$ cat src/rtl/dmem_responder_pkg.sv
// Shared definitions for the data-memory responder.
// Holds the FSM state encodings, the err_code values and a small alignment helper.
package dmem_responder_pkg;

    typedef enum logic [1:0] {
        ST_IDLE   = 2'b00,
        ST_ACCESS = 2'b01,
        ST_DONE   = 2'b10,
        ST_ERR    = 2'b11
    } dmem_state_t;

    localparam logic [1:0] DMEM_ERR_MISALIGN = 2'b01;
    localparam logic [1:0] DMEM_ERR_TIMEOUT  = 2'b10;
    localparam logic [1:0] DMEM_ERR_LDST     = 2'b11;

    function automatic logic is_word_aligned(input logic [1:0] low_bits);
        return (low_bits == 2'b00);
    endfunction

endpackage

$ cat src/rtl/dmem_watchdog.sv
// Clear/enable cycle counter that flags expiry once LIMIT enabled cycles have elapsed.
// Used by dmem_responder only in DMEM_TIMEOUT_EN builds.
module dmem_watchdog
    import dmem_responder_pkg::*;
#(
    parameter int LIMIT = 16
) (
    input  logic clk,
    input  logic rst_n,
    input  logic clear,
    input  logic enable,
    output logic expired
);

    localparam int CW = (LIMIT > 1) ? $clog2(LIMIT) : 1;

    logic [CW-1:0] count;

    // Expiry is flagged during the LIMIT-th enabled cycle so the owner can react on that edge.
    assign expired = (count == CW'(LIMIT - 1));

    always_ff @(posedge clk or negedge rst_n) begin
        if (!rst_n) begin
            count <= '0;
        end else if (clear) begin
            count <= '0;
        end else if (enable && !expired) begin
            count <= count + 1'b1;
        end
    end

endmodule

$ cat src/rtl/dmem_responder.sv
// VISIT_MEM-stage data-memory responder: one word access per strobe on a req/ack RAM port.
// Build macro DMEM_TIMEOUT_EN adds an ACCESS watchdog (TIMEOUT_CYC) that aborts with err_code 10.
module dmem_responder
    import dmem_responder_pkg::*;
#(
    parameter int AW = 32,
    parameter int DW = 32
`ifdef DMEM_TIMEOUT_EN
    ,
    parameter int TIMEOUT_CYC = 16
`endif
) (
    input  logic          clk,
    input  logic          rst_n,
    input  logic          visit_mem,
    input  logic          is_load,
    input  logic          is_store,
    input  logic [AW-1:0] addr,
    input  logic [DW-1:0] wdata,
    output logic          mem_req,
    output logic          mem_we,
    output logic [AW-1:0] mem_addr,
    output logic [DW-1:0] mem_wdata,
    input  logic          mem_ack,
    input  logic [DW-1:0] mem_rdata,
    output logic [DW-1:0] ld_data,
    output logic          done,
    output logic          busy,
    output logic          err,
    output logic [1:0]    err_code
);

    dmem_state_t   state;
    dmem_state_t   next_state;

    logic          next_req;
    logic          next_we;
    logic [AW-1:0] next_addr;
    logic [DW-1:0] next_wdata;
    logic [DW-1:0] next_ld_data;
    logic [1:0]    next_err_code;
    logic          timeout;

`ifdef DMEM_TIMEOUT_EN
    dmem_watchdog #(
        .LIMIT   (TIMEOUT_CYC)
    ) u_watchdog (
        .clk     (clk),
        .rst_n   (rst_n),
        .clear   (state != ST_ACCESS),
        .enable  ((state == ST_ACCESS) && !mem_ack),
        .expired (timeout)
    );
`else
    assign timeout = 1'b0;
`endif

    // Strobes outside IDLE and acks outside ACCESS fall through to the hold defaults.
    always_comb begin
        next_state    = state;
        next_req      = mem_req;
        next_we       = mem_we;
        next_addr     = mem_addr;
        next_wdata    = mem_wdata;
        next_ld_data  = ld_data;
        next_err_code = err_code;

        case (state)
            ST_IDLE: begin
                if (visit_mem) begin
                    if (is_load && is_store) begin
                        next_state    = ST_ERR;
                        next_err_code = DMEM_ERR_LDST;
                    end else if (is_load || is_store) begin
                        if (!is_word_aligned(addr[1:0])) begin
                            next_state    = ST_ERR;
                            next_err_code = DMEM_ERR_MISALIGN;
                        end else begin
                            next_state = ST_ACCESS;
                            next_req   = 1'b1;
                            next_we    = is_store;
                            next_addr  = {addr[AW-1:2], 2'b00};
                            next_wdata = wdata;
                        end
                    end
                end
            end

            ST_ACCESS: begin
                // An ack in the expiry cycle still completes the access normally.
                if (mem_ack) begin
                    next_state = ST_DONE;
                    next_req   = 1'b0;
                    if (!mem_we) begin
                        next_ld_data = mem_rdata;
                    end
                end else if (timeout) begin
                    next_state    = ST_ERR;
                    next_req      = 1'b0;
                    next_err_code = DMEM_ERR_TIMEOUT;
                end
            end

            ST_DONE: begin
                next_state = ST_IDLE;
            end

            ST_ERR: begin
                next_state = ST_IDLE;
            end

            default: begin
                next_state = ST_IDLE;
                next_req   = 1'b0;
            end
        endcase
    end

    // Status pulses are registered from the next state so they line up with it.
    always_ff @(posedge clk or negedge rst_n) begin
        if (!rst_n) begin
            state     <= ST_IDLE;
            mem_req   <= 1'b0;
            mem_we    <= 1'b0;
            mem_addr  <= '0;
            mem_wdata <= '0;
            ld_data   <= '0;
            err_code  <= 2'b00;
            done      <= 1'b0;
            err       <= 1'b0;
            busy      <= 1'b0;
        end else begin
            state     <= next_state;
            mem_req   <= next_req;
            mem_we    <= next_we;
            mem_addr  <= next_addr;
            mem_wdata <= next_wdata;
            ld_data   <= next_ld_data;
            err_code  <= next_err_code;
            done      <= (next_state == ST_DONE);
            err       <= (next_state == ST_ERR);
            busy      <= (next_state != ST_IDLE);
        end
    end

endmodule
$ cat config.mk
export PLATFORM = sky130hd
export DESIGN_NAME = dmem_responder
export DESIGN_NICKNAME = d
export VERILOG_FILES = /design/src/rtl/dmem_responder_pkg.sv /design/src/rtl/dmem_watchdog.sv /design/src/rtl/dmem_responder.sv
export SDC_FILE = /design/constraint.sdc
export NUM_CORES = 1
export LEC_CHECK = 0
export CORE_UTILIZATION = 43
export CTS_CLUSTER_DIAMETER = 120
export DETAILED_ROUTE_END_ITERATION = 10
export PLACE_DENSITY = 0.83
export SYNTH_ARGS = -nofsm -noshare
export SYNTH_HDL_FRONTEND = slang
export SYNTH_SLANG_ARGS = --single-unit
$ cat constraint.sdc
create_clock -name clk -period 3.8 [get_ports clk]
set_clock_uncertainty 0.2 [all_clocks]
set_input_delay 0.38 -clock clk [delete_from_list [all_inputs] [get_ports clk]]
set_output_delay 0.38 -clock clk [all_outputs]
set_load 0.01 [all_outputs]
# Yosys cells after proc, flatten, opt, wreduce, memory -nomap -nowiden

Cells that the tools add are included.

Equal/unequal tests: 11
Muxes and demuxes: 15
Bitwise logic cells: 2
Reduce and logical (&&, ||, !) cells: 12

Operator list:

| cell                 | count |
|---|---|
| $mux W2              | 8 |
| $ne A2 B2 Y1 const B | 6 |
| $eq A2 B2 Y1 const B | 4 |
| $pmux W2 S3          | 1 |
| $reduce_and A6 Y1    | 1 |
| $reduce_bool A2 Y1   | 3 |
| $mux W1              | 5 |
| $reduce_and A5 Y1    | 1 |
| $logic_not A2 Y1     | 2 |
| $reduce_and A4 Y1    | 1 |
| $reduce_and A3 Y1    | 1 |
| $eq A2 B1 Y1 const B | 1 |
| $not A1 Y1           | 2 |
| $pmux W1 S2          | 1 |
| $reduce_or A2 Y1     | 1 |
| $logic_and A1 B1 Y1  | 1 |
| $logic_or A1 B1 Y1   | 1 |

Flip-flop bits (word level): 103
Input bits: 102
Output and inout bits: 103

# Logic depth before layout (Yosys ltp)

Depth after elaboration: 7
Mapped depth: 4
Gate-level depth less buffers: 3

# Worst setup path before layout

Ideal clock, no wire load.

Kind: register to register
From: register state[1]
To: register ld_data[0]
Setup time: 0.125 ns
Data arrival time: 1.382 ns
Path slack: 2.093 ns
Stages on the path, launching flop included: 5
Buffers on the path: 1
Period minus slack after synthesis: 1.707 ns
Cell sequence: dfrtp_1 nand3b_1 nor2_1 buf_4 mux2_2

Cells in the longest elaborated chain, start to end: 2

RTL lines:

| item                        | RTL line              | RTL |
|---|---|---|
| start, declared             | dmem_responder.sv:33  | `dmem_state_t state;` |
| start signal, assigned      | dmem_responder.sv:133 | `state <= next_state;` |
| $eq A2 B1 Y1                | dmem_responder.sv:68  | `case (state)` |
| $reduce_and A3 Y1 (no line) | --                    |  |
| end signal, assigned        | dmem_responder.sv:138 | `ld_data <= next_ld_data;` |
| end, declared               | dmem_responder.sv:26  | `output logic [DW-1:0] ld_data,` |

Every way passes these cells.
A chain may end at the register's enable or synchronous reset.

# Worst setup path in the final report

From: input port is_store
To: register mem_addr[12]

Cells in the longest elaborated chain, start to end: 3

RTL lines:

| item                          | RTL line              | RTL |
|---|---|---|
| start, declared               | dmem_responder.sv:17  | `input logic is_store,` |
| $logic_and A1 B1 Y1           | dmem_responder.sv:71  | `if (is_load && is_store) begin` |
| $not A1 Y1 (no line)          | --                    |  |
| $reduce_and A5 Y1 (no line) * | --                    |  |
| end signal, assigned          | dmem_responder.sv:136 | `mem_addr <= next_addr;` |
| end, declared                 | dmem_responder.sv:22  | `output logic [AW-1:0] mem_addr,` |

Mark *: on every way between the ends. The rest lies on a longest branch, timed or not.

==> parameters.txt <==
Parameter                              Value

Floorplan
  Number of core rows    35
  Horiz. Die Dim    99.99 um
  CORE AREA    9284 sq um
  Count of boundary I/O pins    205
  Die Outline Area    9998 sq um
  Initial cell density of the core    44.47%
  Height of the die    99.99 um

Route
  DRC Markers    0
  Initial drt markers    21
  Routed via count    2,611
  Detailed-router iteration count before antenna repair    4
  Avg Vias per Cell    4.581
  Sum of routed wire length over all layers    9.207 mm
  Residual antenna-violating net count after detailed routing    0
  Routed wire length per instance    16.15 um

Finish
  Net total in the final layout    540
  Share of layout cells above drive strength 1    26.53%
  Area Overhead vs Synth    55.24%
  Layout Cell Area excl Fill    6410 sq um
  Ant. Diodes    0

GRT
  First-pass GRT wire length    14.39 mm
  Initial antenna violation count    0
  Overall global routing resource usage    18.73%
  Pin count of the biggest net entering global routing    74
  Via count of the first global-routing pass    2,822
  Total congestion overflow after global routing    0

Critical path
  Required time at the endpoint of the critical path    3.82 ns
  Worst setup path class    input port to register
  Worst R2R Setup Slack    1.52 ns
  R2r worst-path depth    4
  Reg2Reg Launch Point    state[0]
  Worst path arrival time    2.46 ns
  Crit end category    register
  Kind of start point of the critical path    input port
  Reg2Reg Capture Point    mem_addr[12]
  Maximum fanout encountered on the critical timing path    38

Logic synthesis
  Ys flop type    dfrtp_1
  Yosys reg bits    103
  Largest cells by area after synthesis    dfrtp_1, mux2_4, mux2_2, buf_6, buf_4
  Sequential share of the synthesized area    62.42%
  Share of the synthesized area in the top cell type    62.42%
  Total standard cell area after synthesis    4129 sq um
  Number of enable-type register cells in the synthesized netlist    0
  Library cell with the highest instance count after synthesis    dfrtp_1
  Count of distinct cell types in the synthesized netlist    20
  Count of warnings emitted by yosys    0
  Post-synth top area cell    dfrtp_1
  Proportion of register bits with asynchronous set or reset after synthesis    100.0%
  Mean instance size in the synthesized netlist    17.87 sq um
  Cell types with the highest counts after synthesis    dfrtp_1, mux2_4, mux2_2
  Post-synthesis instance total    231

Placed design
  Total of buffers placed on input and output ports    202
  Placed standard-cell area    6246 sq um
  Detail Placement HPWL    6.937 mm
  RePlAce Congestion    0.6616

Min path
  Endpoint, Worst Hold    err_code[0]
  Startpoint of the lowest-slack hold path    err_code[0]
  Path type of the worst min-delay path    register to register
  Hold Path Stages    1

Clock tree
  Root buffer selected by CTS    clkbuf_8
  Clock Tree Buf Depth    2
  Clock sink count    103
  TritonCTS buffer count    9
  Source-to-sink clock delay at the later pin of the worst-skew pair    0.34 ns
  Clk slew on worst S/H paths    0.08 ns
  Number of levels the H-tree was split into    3
  TritonCTS clock tree    done

Timing
  Tightest Pin Transition    0.8792 ns
  Unrepaired setup endpoints after global routing    false
  Sum of negative setup slack    0 ns
  Total count of max-transition violations in the final report    0
  Final min period    2.438 ns
  Normalized max-slew margin    41.38%
  Setup Viol. Count Final    0
  Total count of hold-check failures in the final report    0
  Peak Freq    0.4102 GHz
  Tcrit/Tclk final    64.16%

Pwr
  Internal Dissipation    3.277 mW
  Peak supply drop    311.2 uV
  Power per cell area    713.1 nW/um^2
  Sequential Power Share    41.1%
  Switching share of power    28.31%
  Comb pwr share    46.4%
  Portion of total power attributed to the clock network    12.5%
  Leakage power summed over all cells    2.893 nW
  NetSw    1.294 mW

Status
  Run status    finished clean

Flow run
  Reported max-cap violation count    0
==> area by class of cell <==
cell class | count | area, sq um
clock buffer | 11 | 131.4
clock inverter | 3 | 22.52
fill | 679 | 2874
inverter | 2 | 7.507
multi-input combinational | 116 | 1445
sequential | 103 | 2577
tap | 129 | 161.4
timing repair buffer | 206 | 2064
==> through the flow <==
| stage | hold WS (ns) | worst slack (ns) | power [mW] | std cells | utilization (%) |
|---|---|---|---|---|---|
| floorplan | -0.1156 | 2.093 | 2.764 | 232 | - |
| global placement | 0.2530 | 1.064 | 3.978 | 555 | 67.28 |
| detailed placement | 0.2642 | 0.9911 | 4.043 | 555 | 67.28 |
| CTS | 0.2925 | 1.371 | 4.630 | 570 | 69.04 |
| global route | 0.3154 | 1.315 | 4.829 | 570 | 69.04 |
| finish | 0.2856 | 1.362 | 4.571 | 570 | 69.04 |
==> critical path, cell delays in order <==
cell	delay (ns)
clkdlybuf4s50_1	0.59
xor2_1	0.27
nand3_4	0.47
buf_12	0.40
mux2_4	0.32
==> routing by layer <==
layer | global-route usage [%] | vias up | wire length [um]
met5 | 0 | - | 0
met4 | 6.020 | 0 | 165
met3 | 5.153 | 14 | 643
met2 | 32.79 | 115 | 4688
met1 | 22.47 | 1271 | 3709
li1 | - | 1211 | -
==> state kept, by name, indices dropped and copies added, names as in the netlist <==
register	count
mem_wdata	32
done	1
mem_req	1
mem_we	1
err	1
busy	1
mem_addr	30
state	2
err_code	2
ld_data	32
==> power by group through the flow <==
stage | clock network (mW) | registers (mW) | logic, mW
floorplan | 0 | 2.10 | 0.659
global placement | 0 | 1.88 | 2.10
detailed placement | 0 | 1.89 | 2.15
CTS | 0.592 | 1.89 | 2.15
global route | 0.640 | 1.95 | 2.24
finish | 0.571 | 1.88 | 2.12
==> cell usage in the layout (no fill, tap or decap), drive strengths merged <==
master	count
o21ai	2
nand3b	1
clkdlybuf4s50	201
a21oi	1
xor2	1
buf	4
o31ai	1
nor2	3
clkinvlp	3
a32o	1
a21boi	1
mux2	96
inv	2
nor3b	1
clkbuf	11
o221ai	1
nand2	2
or2	2
dlygate4sd3	1
dfrtp	103
nand3	1
conb	2
==> cell families (layout without fill, tap and decap cells) <==
| kind of cell | count (synthesis) | count (layout) | share of synthesized area [%] |
|---|---|---|---|
| mux | 96 | 96 | 31.55 |
| compound gates | 7 | 7 | 1.182 |
| xor+xnor | 1 | 1 | 0.2122 |
| simple gates | 10 | 10 | 1.818 |
| flops | 103 | 103 | 62.42 |
| other cells | 1 | 2 | 0.09082 |
| buf+inv | 13 | 222 | 2.727 |
==> worst max path at each step <==
stage                        start  slack [ns]  cells after the start            end
after floorplan           state[1]        2.09                      4     ld_data[0]
after global placement    is_store        1.06                      5  mem_wdata[24]
after detailed placement  is_store        0.99                      5   mem_addr[16]
after CTS                 is_store        1.37                      5   mem_addr[12]
after global routing      is_store        1.31                      5   mem_addr[13]
final                     is_store        1.36                      5   mem_addr[12]
==> timing repair <==
action,4_1_cts,5_1_grt
hold buffers,1,0
buffers inserted,0,0
resized for setup,0,0
endpoints found under the hold margin,71,0
Note: power is estimated with default switching activity, not from simulation.
==> RTL change 1, RTL diff (same settings) <==
Build with the macro `DMEM_TIMEOUT_EN` defined.
--- a/src/rtl/dmem_responder.sv
+++ b/src/rtl/dmem_responder.sv
@@ -1,4 +1,6 @@
 // VISIT_MEM-stage data-memory responder: one word access per strobe on a req/ack RAM port.
 // Build macro DMEM_TIMEOUT_EN adds an ACCESS watchdog (TIMEOUT_CYC) that aborts with err_code 10.
+`define DMEM_TIMEOUT_EN
+
 module dmem_responder
     import dmem_responder_pkg::*;
Function: no difference found for any inputs over 4 cycles, from zero or initial values and one cycle with rst_n low; that may be too few to reach the edited logic, so the function may still have changed.
==> RTL change 1 against the original RTL <==
- via count rose by 9.6%
- die area decreased by 0.50%
- power rose by 4.4%
- worst setup slack gained 0.069 ns
- routed wire length increased by 5.9%
- area after synthesis fell by 0.52%
- sequential share of layout area rose by 1.1 points
- sequential cell count up 4
- critical path depth increased by 1
- first-iteration DRC count increased by 140%
- cell area up 1.1%
- worst hold slack gained 0.024 ns
- utilization up 1.1 points
- critical path type unchanged
- largest cell class unchanged
==> RTL change 1: results (changes against the original RTL) <==
stage	metric	value	unit	change
outcome	status	finished, final reports clean		
setup_path	r2r setup slk	1.76	ns	+0.24 ns
placed_design	Placer Congestion	0.825		+25%
global_routing	M2 GR Usage	34.0	%	+1.2 points
yosys	most frequent cells after synthesis	107 x dfrtp_1, 94 x mux2_2, 6 x nor2_1, 5 x buf_6, 5 x inv_1		
global_routing	vias in the first global route	2993		+6.1%
yosys	Seq/Total Area, Yosys	65.2	%	+2.8 points
cells_and_area	final net count	567		+5.0%
power	leakage	2.76	nW	-4.7%
global_routing	largest net degree at the start of global routing	60		-19%
power	internal power	3.42	mW	+4.4%
sta	Max-slew headroom	49.6	%	+8.2 points
setup_path	Worst R2R End	mem_wdata[26]		
placed_design	placed cell count	581		+4.7%
cells_and_area	final std cells w/o fill	598		+4.9%
global_routing	total global-route track usage	20.3	%	+1.5 points
power	VDD IR max	0.000362	V	+16%
routing	final wirelength	9750	um	+5.9%
worst_hold_path	min-delay src	mem_wdata[28]		
placed_design	DPL Wire Length	7230	um	+4.2%
global_routing	GR Util met1	23.3	%	+0.80 points
placed_design	dpl ws	1.05	ns	+0.0629 ns
worst_hold_path	Endpoint, Worst Hold	mem_wdata[28]		
setup_path	slowest CP cell	buf_4		
clock_network	worst-skew pair later-pin latency	0.37	ns	+0.03 ns
routing	Starting DRT DRC Count	51		+140%
global_routing	first-pass GRT wire length	15200	um	+5.5%
yosys	largest cells by area after synthesis	dfrtp_1 65%, mux2_2 26%, buf_6 1.4%		
routing	vias per inst	4.78		+4.4%
cells_and_area	share of layout cells above drive strength 1	25.2	%	-1.4 points
-- RTL change 1: cell count changes after synthesis, moves of 3 or more --
cell	before	now
buf_2	0	3
dfrtp_1	103	107
nor2_1	3	6
buf_4	5	2
inv_1	2	5
mux2_2	37	94
mux2_4	59	0
-- RTL change 1: area by class of cell --
type | instances | area [um^2] | area share [%]
clock buffer | 12 | 145 | 2.24
clock inverter | 4 | 97.6 | 1.51
multi-input combinational | 133 | 1320 | 20.3
inverter | 6 | 22.5 | 0.347
sequential | 107 | 2680 | 41.3
tap | 129 | 161 | 2.49
timing repair buffer | 207 | 2060 | 31.8
-- RTL change 1: worst max-delay path by stage --
stage	end	slack [ns]	depth (start not counted)
2_1_floorplan	ld_data[10]	2.08	5
3_3_place_gp	mem_addr[10]	1.13	6
3_5_place_dp	mem_wdata[10]	1.05	6
4_1_cts	mem_wdata[26]	1.46	6
5_1_grt	mem_addr[28]	1.34	6
6_report	mem_wdata[26]	1.43	6
-- RTL change 1: cell families (layout without fill, tap and decap cells) --
family | Yosys count | in the layout | synth area share [%]
flops | 107 | 107 | 65.2
mux | 97 | 97 | 26.5
xor+xnor | 2 | 2 | 0.427
compound gates | 14 | 14 | 2.22
simple gates | 17 | 17 | 2.25
other cells | 1 | 2 | 0.0913
fa+ha+maj | 1 | 1 | 0.305
buf+inv | 17 | 229 | 2.98
-- RTL change 1: routing by layer --
metal	share of wire, %	vias to the layer above
met1	38	1398
met2	51	134
met3	9.0	21
li1	-	1308
met5	0	-
met4	2.2	0
-- RTL change 1: power by group through the flow --
stage,clock network (mW),logic (mW),registers [mW]
after global routing,0.899,2.15,1.97
after detailed placement,0,2.05,1.94
after CTS,0.853,2.06,1.91
after global placement,0,1.99,1.91
final,0.833,2.03,1.91
after floorplan,0,0.515,2.16
-- RTL change 1: what timing repair did --
action	in CTS	in global routing
hold buffers	1	0
gates resized for setup	0	0
endpoints found under the hold margin	38	0
-- RTL change 1: metrics by stage --
stage                     area, um^2  hold slack (ns)
after global routing            6480            0.322
after detailed placement        6230            0.182
after CTS                       6480            0.313
after floorplan                 4110           -0.116
final                           6480            0.310
after global placement          6230            0.172
==> RTL change 2, RTL diff (config.mk and constraints unchanged) <==
Without the edit above. Put one more register stage on the output `err`, with the module's reset. The value now appears one clock later. The other outputs are not delayed to match.
--- a/src/rtl/dmem_responder.sv
+++ b/src/rtl/dmem_responder.sv
@@ -30,4 +30,6 @@
     output logic [1:0]    err_code
 );
+
+    logic err_s0;
 
     dmem_state_t   state;
@@ -128,5 +130,5 @@
             err_code  <= 2'b00;
             done      <= 1'b0;
-            err       <= 1'b0;
+            err_s0    <= 1'b0;
             busy      <= 1'b0;
         end else begin
@@ -139,8 +141,16 @@
             err_code  <= next_err_code;
             done      <= (next_state == ST_DONE);
-            err       <= (next_state == ST_ERR);
+            err_s0    <= (next_state == ST_ERR);
             busy      <= (next_state != ST_IDLE);
         end
     end
 
+    always_ff @(posedge clk or negedge rst_n) begin
+        if (!rst_n) begin
+            err <= '0;
+        end else begin
+            err <= err_s0;
+        end
+    end
+
 endmodule
Function: changed (Yosys sat finds a counterexample within 4 cycles, from zero or initial values and one cycle with rst_n low).
==> RTL change 2 against the original RTL <==
- cell area is 1.1% higher
- fmax is 6.9% higher
- combinational power hardly changed
- sequential cell count is 1 higher
- routed wire length is 1.1% higher
- power is 2.0% higher
- area after synthesis is 0.61% higher
- worst setup slack better by 0.16 ns
- critical path type unchanged
- critical endpoint is now mem_wdata[17]
==> RTL change 2: results (changes against the original RTL) <==
stage	metric	value	unit	change
yosys	top_reg_cell synth	dfrtp_1		
sta	worst hold slack	0.162	ns	-0.124 ns
yosys	number of synthesis warnings	0		unchanged
worst_hold_path	Endpoint, Worst Hold	err		
cells_and_area	share of layout cells above drive strength 1	27.5	%	+0.99 points
placed_design	Placer Congestion	0.724		+9.4%
clock_network	CTS clock-pin slew for the worst setup and hold paths	0.09	ns	
global_routing	routing usage on met3	5.15	%	unchanged
routing	WL met1	3890	um	+4.9%
setup_path	Critical Path End	mem_wdata[17]		
placed_design	DPL Wire Length	7060	um	+1.8%
yosys	adder-cell share of the synthesized area	0	%	unchanged
routing	routed length per placed instance	16.2	um	about the same
cells_and_area	final std cells w/o fill	576		+1.1%
routing	drt pass-1 iters	2		-2
power	leakage	2.94	nW	+1.7%
setup_path	max incr delay on CP	0.57	ns	-0.02 ns
global_routing	first-pass GRT wire length	14500	um	+0.67%
clock_network	clock buffer depth	2		unchanged
worst_hold_path	min-delay src	err_s0		
outcome	status	finished, final reports clean		
clock_network	CTS Hold Bufs	1		unchanged
cells_and_area	final net count	544		+0.74%
setup_path	worst reg2reg path depth	4		unchanged
yosys	post-synthesis compound-gate area fraction	1.17	%	-0.0071 points
setup_path	reg-to-reg startpoint	state[1]		
placed_design	placed cell count	559		+0.72%
power	VDD IR max	0.000337	V	+8.4%
worst_hold_path	hold path depth	0		-1
yosys	Seq/Total Area, Yosys	62.7	%	+0.23 points
yosys	largest cells by area after synthesis	dfrtp_1 63%, mux2_4 21%, mux2_2 10%		
placed_design	dpl ws	1.12	ns	+0.129 ns
sta	Final period util	60.0	%	-4.2 points
yosys	most frequent cells after synthesis	104 x dfrtp_1, 59 x mux2_4, 37 x mux2_2, 6 x buf_6, 5 x buf_4		
global_routing	largest net degree at the start of global routing	52		-30%
global_routing	M2 GR Usage	31.5	%	-1.3 points
sta	Max-slew headroom	57.9	%	+17 points
placed_design	Post-DP Area	6280	um^2	+0.56%
cells_and_area	Fill cells	684		+0.74%
yosys	XOR/XNOR share of the synthesized area	0.211	%	-0.0013 points
global_routing	GR Util met1	24.1	%	+1.6 points
clock_network	Root Driver	clkbuf_8		
routing	vias per inst	4.57		-0.32%
global_routing	total global-route track usage	18.9	%	+0.21 points
setup_path	WP data arrival	2.31	ns	-0.15 ns
yosys	Gate Count Post-Synth	232		+0.43%
setup_path	Max FO, Critical Path	24		-37%
global_routing	vias in the first global route	2794		-0.99%
global_routing	initial antenna violation count	0		unchanged
routing	Starting DRT DRC Count	43		+100%
yosys	mux contribution to synthesized area	31.4	%	-0.19 points
routing	WL met3	689	um	+7.2%
routing	met2 WL	4610	um	-1.7%
clock_network	worst-skew pair later-pin latency	0.34	ns	about the same
setup_path	Worst R2R End	mem_wdata[17]		
setup_path	r2r setup slk	1.63	ns	+0.11 ns
## RTL change 2: cell types whose count changed after synthesis, sizes merged
cell   change
dfrtp      +1
## RTL change 2: worst reg2reg max path, cell delays in order (launching register included)
cell and delay (ns):
dfrtp_1 0.45, nor3b_4 0.29, nand3_4 0.40, buf_4 0.39
mux2_4 0.32
## RTL change 2: cells by family after synthesis
group,Yosys count
flops,104
simple gates,10
buf+inv,13
compound gates,7
mux,96
xor+xnor,1
other cells,1
## RTL change 2: power by group
| group | switching, mW | internal [mW] |
|---|---|---|
| clock | 0.368 | 0.284 |
| sequential | 0.288 | 1.61 |
| combinational | 0.667 | 1.45 |
## RTL change 2: final cells by class
class | count | share of cell area (%)
well taps | 129 | 2.49
clock buffers | 12 | 2.39
flip-flops and latches | 104 | 40.2
repair buffers | 209 | 32.0
inverters | 2 | 0.116
clock inverters | 4 | 0.541
multi-input cells | 116 | 22.3
